`src/rtl/bp_be_trace_arbiter.sv`:
```
// bp_be_trace_arbiter
//   Collects per-core commit trace records, buffers each core in a small FIFO
//   and serializes them round-robin onto one trace/host channel. It also
//   tracks per-core test completion from finish records and raises
//   all_done_o once every core has finished and every buffer has drained.
//
// Optional build macro: BP_BE_TRACE_ARB_TIMESTAMP_EN
//   Defined   : a free-running 32-bit cycle counter is captured per record at
//               enqueue and presented on trace_stamp_o.
//   Undefined : no counter or stamp storage; trace_stamp_o is tied to 0.
//
// Ports
//   clk_i, reset_i            clock, synchronous active-high reset
//   rec_v_i[n]                per-core record valid (no backpressure)
//   rec_data_i[n*w]           per-core records, core i at [i*w +: w]
//   rec_finish_i[n]           record is a test-finish record
//   rec_pass_i[n]             finish outcome (1 = pass)
//   trace_v_o / trace_ready_i output channel handshake
//   trace_data_o              granted record
//   trace_core_o              source core of the granted record
//   trace_finish_o            granted record is a finish record
//   trace_stamp_o             enqueue timestamp (0 when feature disabled)
//   core_done_o[n]            sticky: core finish record delivered
//   core_pass_o[n]            sticky pass flag (valid where core_done_o set)
//   overflow_o[n]             sticky: a record from that core was dropped
//   all_done_o                all cores done and all buffers empty
module bp_be_trace_arbiter #(
  parameter  int unsigned num_core_p       = 4,
  parameter  int unsigned rec_width_p      = 128,
  parameter  int unsigned fifo_els_p       = 4,
  localparam int unsigned core_id_width_lp = (num_core_p > 1) ? $clog2(num_core_p) : 1
) (
  input  logic                              clk_i,
  input  logic                              reset_i,
  input  logic [num_core_p-1:0]             rec_v_i,
  input  logic [num_core_p*rec_width_p-1:0] rec_data_i,
  input  logic [num_core_p-1:0]             rec_finish_i,
  input  logic [num_core_p-1:0]             rec_pass_i,
  output logic                              trace_v_o,
  input  logic                              trace_ready_i,
  output logic [rec_width_p-1:0]            trace_data_o,
  output logic [core_id_width_lp-1:0]       trace_core_o,
  output logic                              trace_finish_o,
  output logic [31:0]                       trace_stamp_o,
  output logic [num_core_p-1:0]             core_done_o,
  output logic [num_core_p-1:0]             core_pass_o,
  output logic [num_core_p-1:0]             overflow_o,
  output logic                              all_done_o
);

  localparam int unsigned ptr_w_lp      = $clog2(fifo_els_p);
  localparam int unsigned ptr_full_w_lp = ptr_w_lp + 1;

  typedef enum logic {ST_IDLE = 1'b0, ST_HOLD = 1'b1} state_e;

  // FIFO storage and pointers (extra MSB distinguishes full from empty)
  logic [rec_width_p-1:0]   r_mem_data   [num_core_p][fifo_els_p];
  logic [fifo_els_p-1:0]    r_mem_finish [num_core_p];
  logic [fifo_els_p-1:0]    r_mem_pass   [num_core_p];
  logic [ptr_full_w_lp-1:0] r_wptr       [num_core_p];
  logic [ptr_full_w_lp-1:0] r_rptr       [num_core_p];

  state_e                      r_state;
  logic [core_id_width_lp-1:0] r_rr;
  logic [core_id_width_lp-1:0] r_grant;
  logic [num_core_p-1:0]       r_done;
  logic [num_core_p-1:0]       r_pass;
  logic [num_core_p-1:0]       r_ovf;
  logic                        r_all_done;

  logic [num_core_p-1:0]       w_empty;
  logic [num_core_p-1:0]       w_full;
  logic [num_core_p-1:0]       w_push;
  logic [num_core_p-1:0]       w_pop;
  logic [num_core_p-1:0]       w_drop;
  logic                        w_found;
  logic [core_id_width_lp-1:0] w_sel;
  logic [core_id_width_lp-1:0] w_grant;
  logic [core_id_width_lp-1:0] w_next_rr;
  logic                        w_valid;
  logic                        w_handoff;
  logic [ptr_w_lp-1:0]         w_head_idx;
  logic [rec_width_p-1:0]      w_head_data;
  logic                        w_head_finish;
  logic                        w_head_pass;
  logic [31:0]                 w_head_stamp;

`ifdef BP_BE_TRACE_ARB_TIMESTAMP_EN
  logic [31:0] r_cycle;
  logic [31:0] r_mem_stamp [num_core_p][fifo_els_p];

  // Free-running enqueue timestamp
  always_ff @(posedge clk_i) begin
    if (reset_i) r_cycle <= '0;
    else         r_cycle <= r_cycle + 32'd1;
  end

  always_ff @(posedge clk_i) begin
    for (int i = 0; i < num_core_p; i++) begin
      if (w_push[i]) r_mem_stamp[i][r_wptr[i][ptr_w_lp-1:0]] <= r_cycle;
    end
  end

  assign w_head_stamp = r_mem_stamp[w_grant][w_head_idx];
`else
  assign w_head_stamp = 32'd0;
`endif

  // FIFO status and round-robin search starting at r_rr
  always_comb begin
    w_found = 1'b0;
    w_sel   = '0;
    for (int unsigned i = 0; i < num_core_p; i++) begin
      w_empty[i] = (r_wptr[i] == r_rptr[i]);
      w_full[i]  = (r_wptr[i][ptr_w_lp] != r_rptr[i][ptr_w_lp]) &&
                   (r_wptr[i][ptr_w_lp-1:0] == r_rptr[i][ptr_w_lp-1:0]);
    end
    for (int unsigned k = 0; k < num_core_p; k++) begin
      int unsigned idx;
      idx = (32'(r_rr) + k) % num_core_p;
      if (!w_found && !w_empty[idx]) begin
        w_found = 1'b1;
        w_sel   = core_id_width_lp'(idx);
      end
    end
  end

  // HOLD freezes the grant; only a handshake can move the head of that FIFO
  assign w_grant   = (r_state == ST_HOLD) ? r_grant : w_sel;
  assign w_valid   = (r_state == ST_HOLD) | w_found;
  assign w_handoff = w_valid & trace_ready_i;
  assign w_next_rr = (w_grant == core_id_width_lp'(num_core_p - 1)) ? '0
                   : w_grant + core_id_width_lp'(1);

  // A full FIFO still accepts a write when it is popped in the same cycle
  always_comb begin
    for (int unsigned i = 0; i < num_core_p; i++) begin
      w_pop[i]  = w_handoff && (w_grant == core_id_width_lp'(i));
      w_push[i] = rec_v_i[i] && (!w_full[i] || w_pop[i]);
      w_drop[i] = rec_v_i[i] && w_full[i] && !w_pop[i];
    end
  end

  assign w_head_idx    = r_rptr[w_grant][ptr_w_lp-1:0];
  assign w_head_data   = r_mem_data[w_grant][w_head_idx];
  assign w_head_finish = r_mem_finish[w_grant][w_head_idx];
  assign w_head_pass   = r_mem_pass[w_grant][w_head_idx];

  // Record storage (no reset needed; guarded by pointers)
  always_ff @(posedge clk_i) begin
    for (int i = 0; i < num_core_p; i++) begin
      if (w_push[i]) begin
        r_mem_data[i][r_wptr[i][ptr_w_lp-1:0]]   <= rec_data_i[i*rec_width_p +: rec_width_p];
        r_mem_finish[i][r_wptr[i][ptr_w_lp-1:0]] <= rec_finish_i[i];
        r_mem_pass[i][r_wptr[i][ptr_w_lp-1:0]]   <= rec_pass_i[i];
      end
    end
  end

  // FIFO pointers
  always_ff @(posedge clk_i) begin
    for (int i = 0; i < num_core_p; i++) begin
      if (reset_i) begin
        r_wptr[i] <= '0;
        r_rptr[i] <= '0;
      end else begin
        if (w_push[i]) r_wptr[i] <= r_wptr[i] + ptr_full_w_lp'(1);
        if (w_pop[i])  r_rptr[i] <= r_rptr[i] + ptr_full_w_lp'(1);
      end
    end
  end

  // Arbitration FSM
  always_ff @(posedge clk_i) begin
    if (reset_i) begin
      r_state <= ST_IDLE;
      r_rr    <= '0;
      r_grant <= '0;
    end else begin
      case (r_state)
        ST_IDLE: begin
          if (w_valid && trace_ready_i) begin
            r_rr <= w_next_rr;
          end else if (w_valid) begin
            r_grant <= w_sel;
            r_state <= ST_HOLD;
          end
        end
        ST_HOLD: begin
          if (trace_ready_i) begin
            r_rr    <= w_next_rr;
            r_state <= ST_IDLE;
          end
        end
        default: r_state <= ST_IDLE;
      endcase
    end
  end

  // Sticky completion/overflow flags; all_done sees last cycle's state
  always_ff @(posedge clk_i) begin
    if (reset_i) begin
      r_done     <= '0;
      r_pass     <= '0;
      r_ovf      <= '0;
      r_all_done <= 1'b0;
    end else begin
      r_ovf      <= r_ovf | w_drop;
      r_all_done <= r_all_done | ((&r_done) & (&w_empty));
      if (w_handoff && w_head_finish) begin
        r_done[w_grant] <= 1'b1;
        r_pass[w_grant] <= w_head_pass;
      end
    end
  end

  // Trace outputs forced to 0 when idle so nothing stale leaks out
  assign trace_v_o      = w_valid;
  assign trace_data_o   = w_valid ? w_head_data   : '0;
  assign trace_core_o   = w_valid ? w_grant       : '0;
  assign trace_finish_o = w_valid & w_head_finish;
  assign trace_stamp_o  = w_valid ? w_head_stamp  : 32'd0;
  assign core_done_o    = r_done;
  assign core_pass_o    = r_pass;
  assign overflow_o     = r_ovf;
  assign all_done_o     = r_all_done;

endmodule

```
`config.mk`:
```
export PLATFORM = sky130hd
export DESIGN_NAME = bp_be_trace_arbiter
export DESIGN_NICKNAME = d
export VERILOG_FILES = /design/src/rtl/bp_be_trace_arbiter.sv
export SDC_FILE = /design/constraint.sdc
export NUM_CORES = 2
export LEC_CHECK = 0
export ABC_AREA = 1
export BUFFER_PORTS_ARGS = -buffer_cell sky130_fd_sc_hd__buf_4
export CAP_MARGIN = 25
export CORE_MARGIN = 2
export CORE_UTILIZATION = 50
export CTS_CLUSTER_SIZE = 20
export DETAILED_ROUTE_END_ITERATION = 6
export HOLD_SLACK_MARGIN = 0.12
export PLACE_DENSITY = 0.65
export RECOVER_POWER = 25
export SETUP_SLACK_MARGIN = 0.3
export SYNTH_ARGS = -nofsm -noshare
export SYNTH_HDL_FRONTEND = slang
export SYNTH_SLANG_ARGS = --single-unit
```
`constraint.sdc`:
```
create_clock -name clk_i -period 10.7 [get_ports clk_i]
set_clock_uncertainty 0.05 [all_clocks]
set_input_delay 0.535 -clock clk_i [delete_from_list [all_inputs] [get_ports clk_i]]
set_output_delay 0.535 -clock clk_i [all_outputs]
set_load 0.05 [all_outputs]
```
==> Word level (Yosys, flattened, before mapping) <==
Memory sizes are Yosys's and may differ from the RTL's.
Cells that the tools add are included.
{ "op_classes": {"reduce_logical": 56, "shift": 0, "n_bitwise": 22, "mul": 0, "n_eq_ne": 17, "addsub": 12, "n_lt_le_gt_ge": 24, "div_mod_pow": 0, "muxes": 95} }
{ "ops": {"columns": ["operator", "count"], "rows": [
  ["$mux W512", 4],
  ["$demux W128 S2", 4],
  ["$mux W128", 7],
  ["$bmux W128 S2", 1],
  ["$mux W1", 44],
  ["$logic_and A1 B1 Y1", 34],
  ["$lt A2 B3 Y1 const B", 10],
  ["$add A3 B1 Y3 const B", 8],
  ["$mux W3", 8],
  ["$mux W2", 9],
  ["$mux W4", 4],
  ["$ge A3 B3 Y1 const B", 5],
  ["$not A2 Y3", 5],
  ["$logic_not A1 Y1", 13],
  ["$bmux W1 S2", 6],
  ["$eq A3 B3 Y1", 4],
  ["$lt A3 B1 Y1 const B", 4],
  ["$demux W1 S2", 5],
  ["$ge A2 B1 Y1 const B", 5],
  ["$or A1 B1 Y1", 10],
  ["$eq A2 B2 Y1", 4],
  ["$or A4 B4 Y4", 2],
  ["$reduce_and A4 Y1", 2],
  ["$add A2 B1 Y2 const B", 2],
  ["other kinds (14)", 26]
]} }
{ "totals": {"ramBits": 2104, "register_bits": 18, "in_bits": 527, "latchBits": 0, "romBits": 0, "n_memories": 5} }
{ "mem_list": {"columns": ["name", "depth", "word_bits", "read_ports", "rd_clocked_by_memory_dff", "write_ports", "line_no", "rtl"], "rows": [
  ["r_mem_data", 4, 512, 1, 0, 4, "57", "logic [rec_width_p-1:0] r_mem_data [num_core_p][fifo_els_p];"],
  ["r_mem_finish", 4, 4, 1, 0, 4, "58", "logic [fifo_els_p-1:0] r_mem_finish [num_core_p];"],
  ["r_mem_pass", 4, 4, 1, 0, 4, "59", "logic [fifo_els_p-1:0] r_mem_pass [num_core_p];"],
  ["r_rptr", 4, 3, 5, 0, 4, "61", "logic [ptr_full_w_lp-1:0] r_rptr [num_core_p];"],
  ["r_wptr", 4, 3, 4, 0, 4, "60", "logic [ptr_full_w_lp-1:0] r_wptr [num_core_p];"]
]} }

==> Longest topological paths before layout <==
An unclocked memory read counts as a cell.
{ "depth": {"ltp_word": 22, "mapped_depth": 25, "ltp_nobuf": 24} }

==> Least setup slack after synthesis <==
Ideal clock, no wire load.
{ "synth_path": {"path_type": "reg-to-reg", "startpoint": "memory r_wptr[1][0] in the netlist's numbering", "endpoint": "memory r_mem_data[0][0] in the netlist's numbering (enable)", "path_stages_with_launch": 20, "arrival_time_ns": 7.780, "path_slack_ns": 2.250, "n_path_buf": 3, "period_less_slack_ns": 8.450, "path_cell_list": "edfxtp_1 -> inv_2 -> nand2_1 -> nand2_1 -> nand3_1 -> nand2_1 -> nand3_1 -> nand2_2 -> nand4_1 -> nand2_1 -> nand3_1 -> nand2_2 -> buf_2 -> buf_2 -> buf_2 -> ha_1 -> nand2_1 -> nand2_1 -> nand2_1 -> nor2_1"} }
{ "synth_rtl": {"columns": ["item", "line_no"], "rows": [
  ["start, declared", "60"],
  ["end, declared", "57"]
]} }

==> run summary <==
The total routed wirelength came out at roughly 260 mm. The detailed placement HPWL is approximately 140 mm. The synthesized area per cell came out at around 12 µm².

Once routing completed, OpenROAD measured the worst setup slack at 3.00 ns. The global route total overflow came out at 0. The number of top-level pins is 704. The highest metal layer carrying signal wires in the routed design is met5. STA classifies the critical path endpoint as an output pin. The final critical-path share of the clock period is between 70% and 80%.

Synthesis produced a netlist whose cell count is between 7,000 and 8,000. The transition at the pin with the smallest max-transition slack is approximately 1.4 ns. The clock-pin transition on the worst setup and hold timing paths came out at about 0.060 ns. The vertical die dimension came out at between 400 and 500 µm.

The detailed-router iteration count before antenna repair is 6. The signal on the critical path passes through inv_2 > nand2_1 > nand2_1 > nand2_1 > nor2_1 > nand2_1 > nand3_1 > nand2_1 > nand2_2 > nand2_1 > nand2_2 > nand3_4 > nand2_8 > buf_12 > nand2_4 > nand3_4 > nand2_8 > clkinv_8 > buf_4 > nand3_1 > nand3_1 > nand2_1 > a21oi_1 > buf_4. Sorting the synthesized cells by area gives the leading types as edfxtp_1, nand2_1, nand3_1. For this run, asynchronously set or reset flops after synthesis account for 0%. Buffers placed on the I/O ports in this run total about 670. The clock insertion delay at the later pin of the skew report is roughly 0.84 ns. The core region is about 170,000 µm². The filler cells instantiated in the layout total ~13,000. The count of endpoints failing setup in the final report came out at 0. The maximum net fanout on the critical path came out at ~220. The proportion of synthesized chip area in sequential cells came out at roughly three quarters.

The number of nets in the layout is approximately 8,600. After synthesis, the netlist uses 34 different library cells. The count of instances resized after the clock tree is built came out at 0. Summing internal, switching and leakage power gives 0.0266 W. The leading register cell type out of synthesis is edfxtp_1. The number of buffers inserted during clock tree synthesis is approximately 220.

The wire length on met1 is around 100 mm. After clock tree synthesis, the flow added hold-fix buffers numbering between 500 and 600. The required time of the critical path came out at ~10 ns. Derived from the worst setup path, the maximum achievable clock frequency is approximately 0.13 GHz. The library cell used most frequently in the layout, excluding fill and tap cells, is nand2_1. The effective utilization at floorplan is 50.2%.

The largest individual stage delay along the critical path comes from the cell clkinv_8. The final critical path time including I/O delays and setup is roughly 7.7 ns. The total number of placement rows came out at around 150.

The total routing resource utilization after global routing came out at a little under 30%. The critical path class is reg2out. After synthesis, the largest area contributor takes up 73.7% of total cell area. Detailed routing inserted a total of 59,923 vias. The detail route stage leaves a number of antenna-violating nets equal to 0. The master cell of the clock root buffer is clkbuf_16. The flow ran to the end, and the final reports show no timing, DRC or antenna violations.

The congestion estimate from routability-driven global placement came to 0.857. The peak supply drop came out at 0.260 mV. edfxtp_1 takes more of the synthesized area than any other cell. The post-CTS setup repair buffer count is 0. The path class of the tightest hold or removal check is reg2reg. The number of flops mapped to enable cells by yosys is 2,104. In the final routed layout, each cell accounts on average for between 20 and 25 µm. The leakage power total came out at ~37 nW. The via count of the first global-routing pass is 57,889.

The number of antenna violations at the first check in global routing is 71. The max-slew violation total from the final report was 0. Max-cap violations in this run came to 0. The routed via count divided by cell count came out at between 5 and 6. Counting instances, the worst hold path has a depth of 2. TritonCTS built the clock tree. The worst pin sits at a relative slew slack of between 8 and 9%. From left edge to right edge, the die measures ~420 µm.

The setup slack at placement is between 3 and 4 ns. The amount of wire on met2 after detailed routing is roughly 130 mm. The final count of hold timing violations is 0. By instance count, the cell type seen most on the critical path is nand2_1. For this design, the sink count on the clock tree is about 2,100. The maximum number of pins on one net before global-route repair is between 200 and 300. The H-tree generated during clock tree synthesis spans 4 levels. The first-pass GRT wire length is 375 mm. The maximum clock insertion buffer count is 3. The area growth from synthesis to layout is 20.9%.

The number of DRC violations after detailed-routing iteration 0 came out at approximately 6,400. In the routed design, unresolved DRC markers number 0. The total of warnings raised by yosys is 0. In this run the power density over the cells is between 200 and 300 nW/µm². STA puts the critical path data arrival time at 7.11 ns. The flip-flop and latch count after synthesis came out at ~2,100.

The sum of negative setup slack came out at 0 ns. The total met3 wirelength after detailed routing is ~18 mm. The area of the die came out at 175,000 µm². The share of layout cells above drive strength 1 came out at between 10% and 20%.

The delay contributed by the slowest stage of the critical path came out at roughly 0.88 ns. After synthesis the cells add up to between 80,000 and 90,000 µm². Setup repair after global routing left no endpoint under its margin. In the layout the commonest cells are nand2_1, edfxtp_1, nand3_1. The critical path startpoint category is a register. The worst-case reg-to-reg path depth is 18.
==> routing by layer <==
layer	GRT usage, %	vias to the layer above
met5	0	-
met4	13.6	22
met3	3.93	642
met2	49.3	2819
met1	37.0	29400
li1	-	27040
==> critical path, delay by kind of cell, from the launching register on <==
family                 cells  cell delay (ns)
AOI/OAI and AO/OA          1             0.25
buffers and inverters      5             2.66
DFF                        1             0.46
and+or+nand+nor           18             2.59
==> Yosys cell counts (3+ instances only) <==
cell type and n:
buf_4 55, edfxtp_1 2104, a31oi_1 132, a21oi_2 10, nand3_1 1440, or2_0 124
a21oi_1 130, ha_1 24, nand2_2 7, nand2_4 3, o21ai_0 133, dfxtp_1 18
buf_2 249, nand3_2 12, inv_1 76, buf_6 15, inv_2 6, nand3b_1 5
nand2_1 2217, nand4_1 5, buf_1 31, clkbuf_1 128, nor2_1 61, or2_2 4
xnor2_1 4
==> layout make-up <==
| class | count | area (µm²) | share of cell area (%) |
|---|---|---|---|
| sequential | 2122 | 63500 | 61.3 |
| timing repair buffer | 1283 | 10200 | 9.79 |
| inverter | 84 | 340 | 0.328 |
| clock buffer | 269 | 5810 | 5.61 |
| antenna | 63 | 158 | 0.152 |
| tap | 2233 | 2790 | 2.69 |
| multi-input combinational | 4350 | 19800 | 19.1 |
| clock inverter | 124 | 1130 | 1.09 |
==> logic make-up (layout without fill, tap and decap cells) <==
family	after synthesis	in the layout	share of synthesized area, %
AO/OA/AOI/OAI	408	408	2.63
adder cells (fa/ha/maj)	24	24	0.350
other	1	95	0.00437
XOR/XNOR	5	5	0.0598
flip-flops	2122	2122	74.1
AND/OR/NAND/NOR	3881	3881	19.7
buffers and inverters	563	1760	3.22
==> flip-flops by register name, summed over array words and instances, names as in the netlist <==
register and flops:
r_mem_data 2048, r_state 1, core_pass_o 4, r_rptr 12, r_mem_finish 16, r_mem_pass 16
r_rr 2, r_grant 2, core_done_o 4, r_wptr 12, all_done_o 1, overflow_o 4
==> per-stage QoR <==
| stage | instances | utilization, % | hold WS [ns] | area, µm² |
|---|---|---|---|---|
| 6_report | 10528 | 60.6 | 0.416 | 104000 |
| 5_1_grt | 10512 | 60.6 | 0.405 | 104000 |
| 4_1_cts | 10461 | 61.1 | 0.300 | 105000 |
| 3_5_place_dp | 9541 | 54.0 | 0.405 | 92300 |
| 3_3_place_gp | 9538 | 53.9 | 0.405 | 92200 |
| 2_1_floorplan | 7035 | - | 0.394 | 85900 |
==> report_power, final <==
group	internal (W)	switching, W	total [W]	leakage (nW)
Combinational	0.00246	0.00688	0.00934	14.6
Clock	0.00429	0.00313	0.00742	3.38
Sequential	0.00974	0.000127	0.00987	19.5
==> path summary, 6_finish.rpt <==
check               startpoint                 to  slack (ns)
setup / recovery  r_wptr[2][0]   trace_data_o[96]        3.00
hold / removal      r_grant[0]         r_grant[0]        0.42
setup reg to reg  r_wptr[3][0]  r_mem_data[0][54]        4.75
hold reg to reg     r_grant[0]         r_grant[0]        0.42
Power figures use the tool's default switching activity.
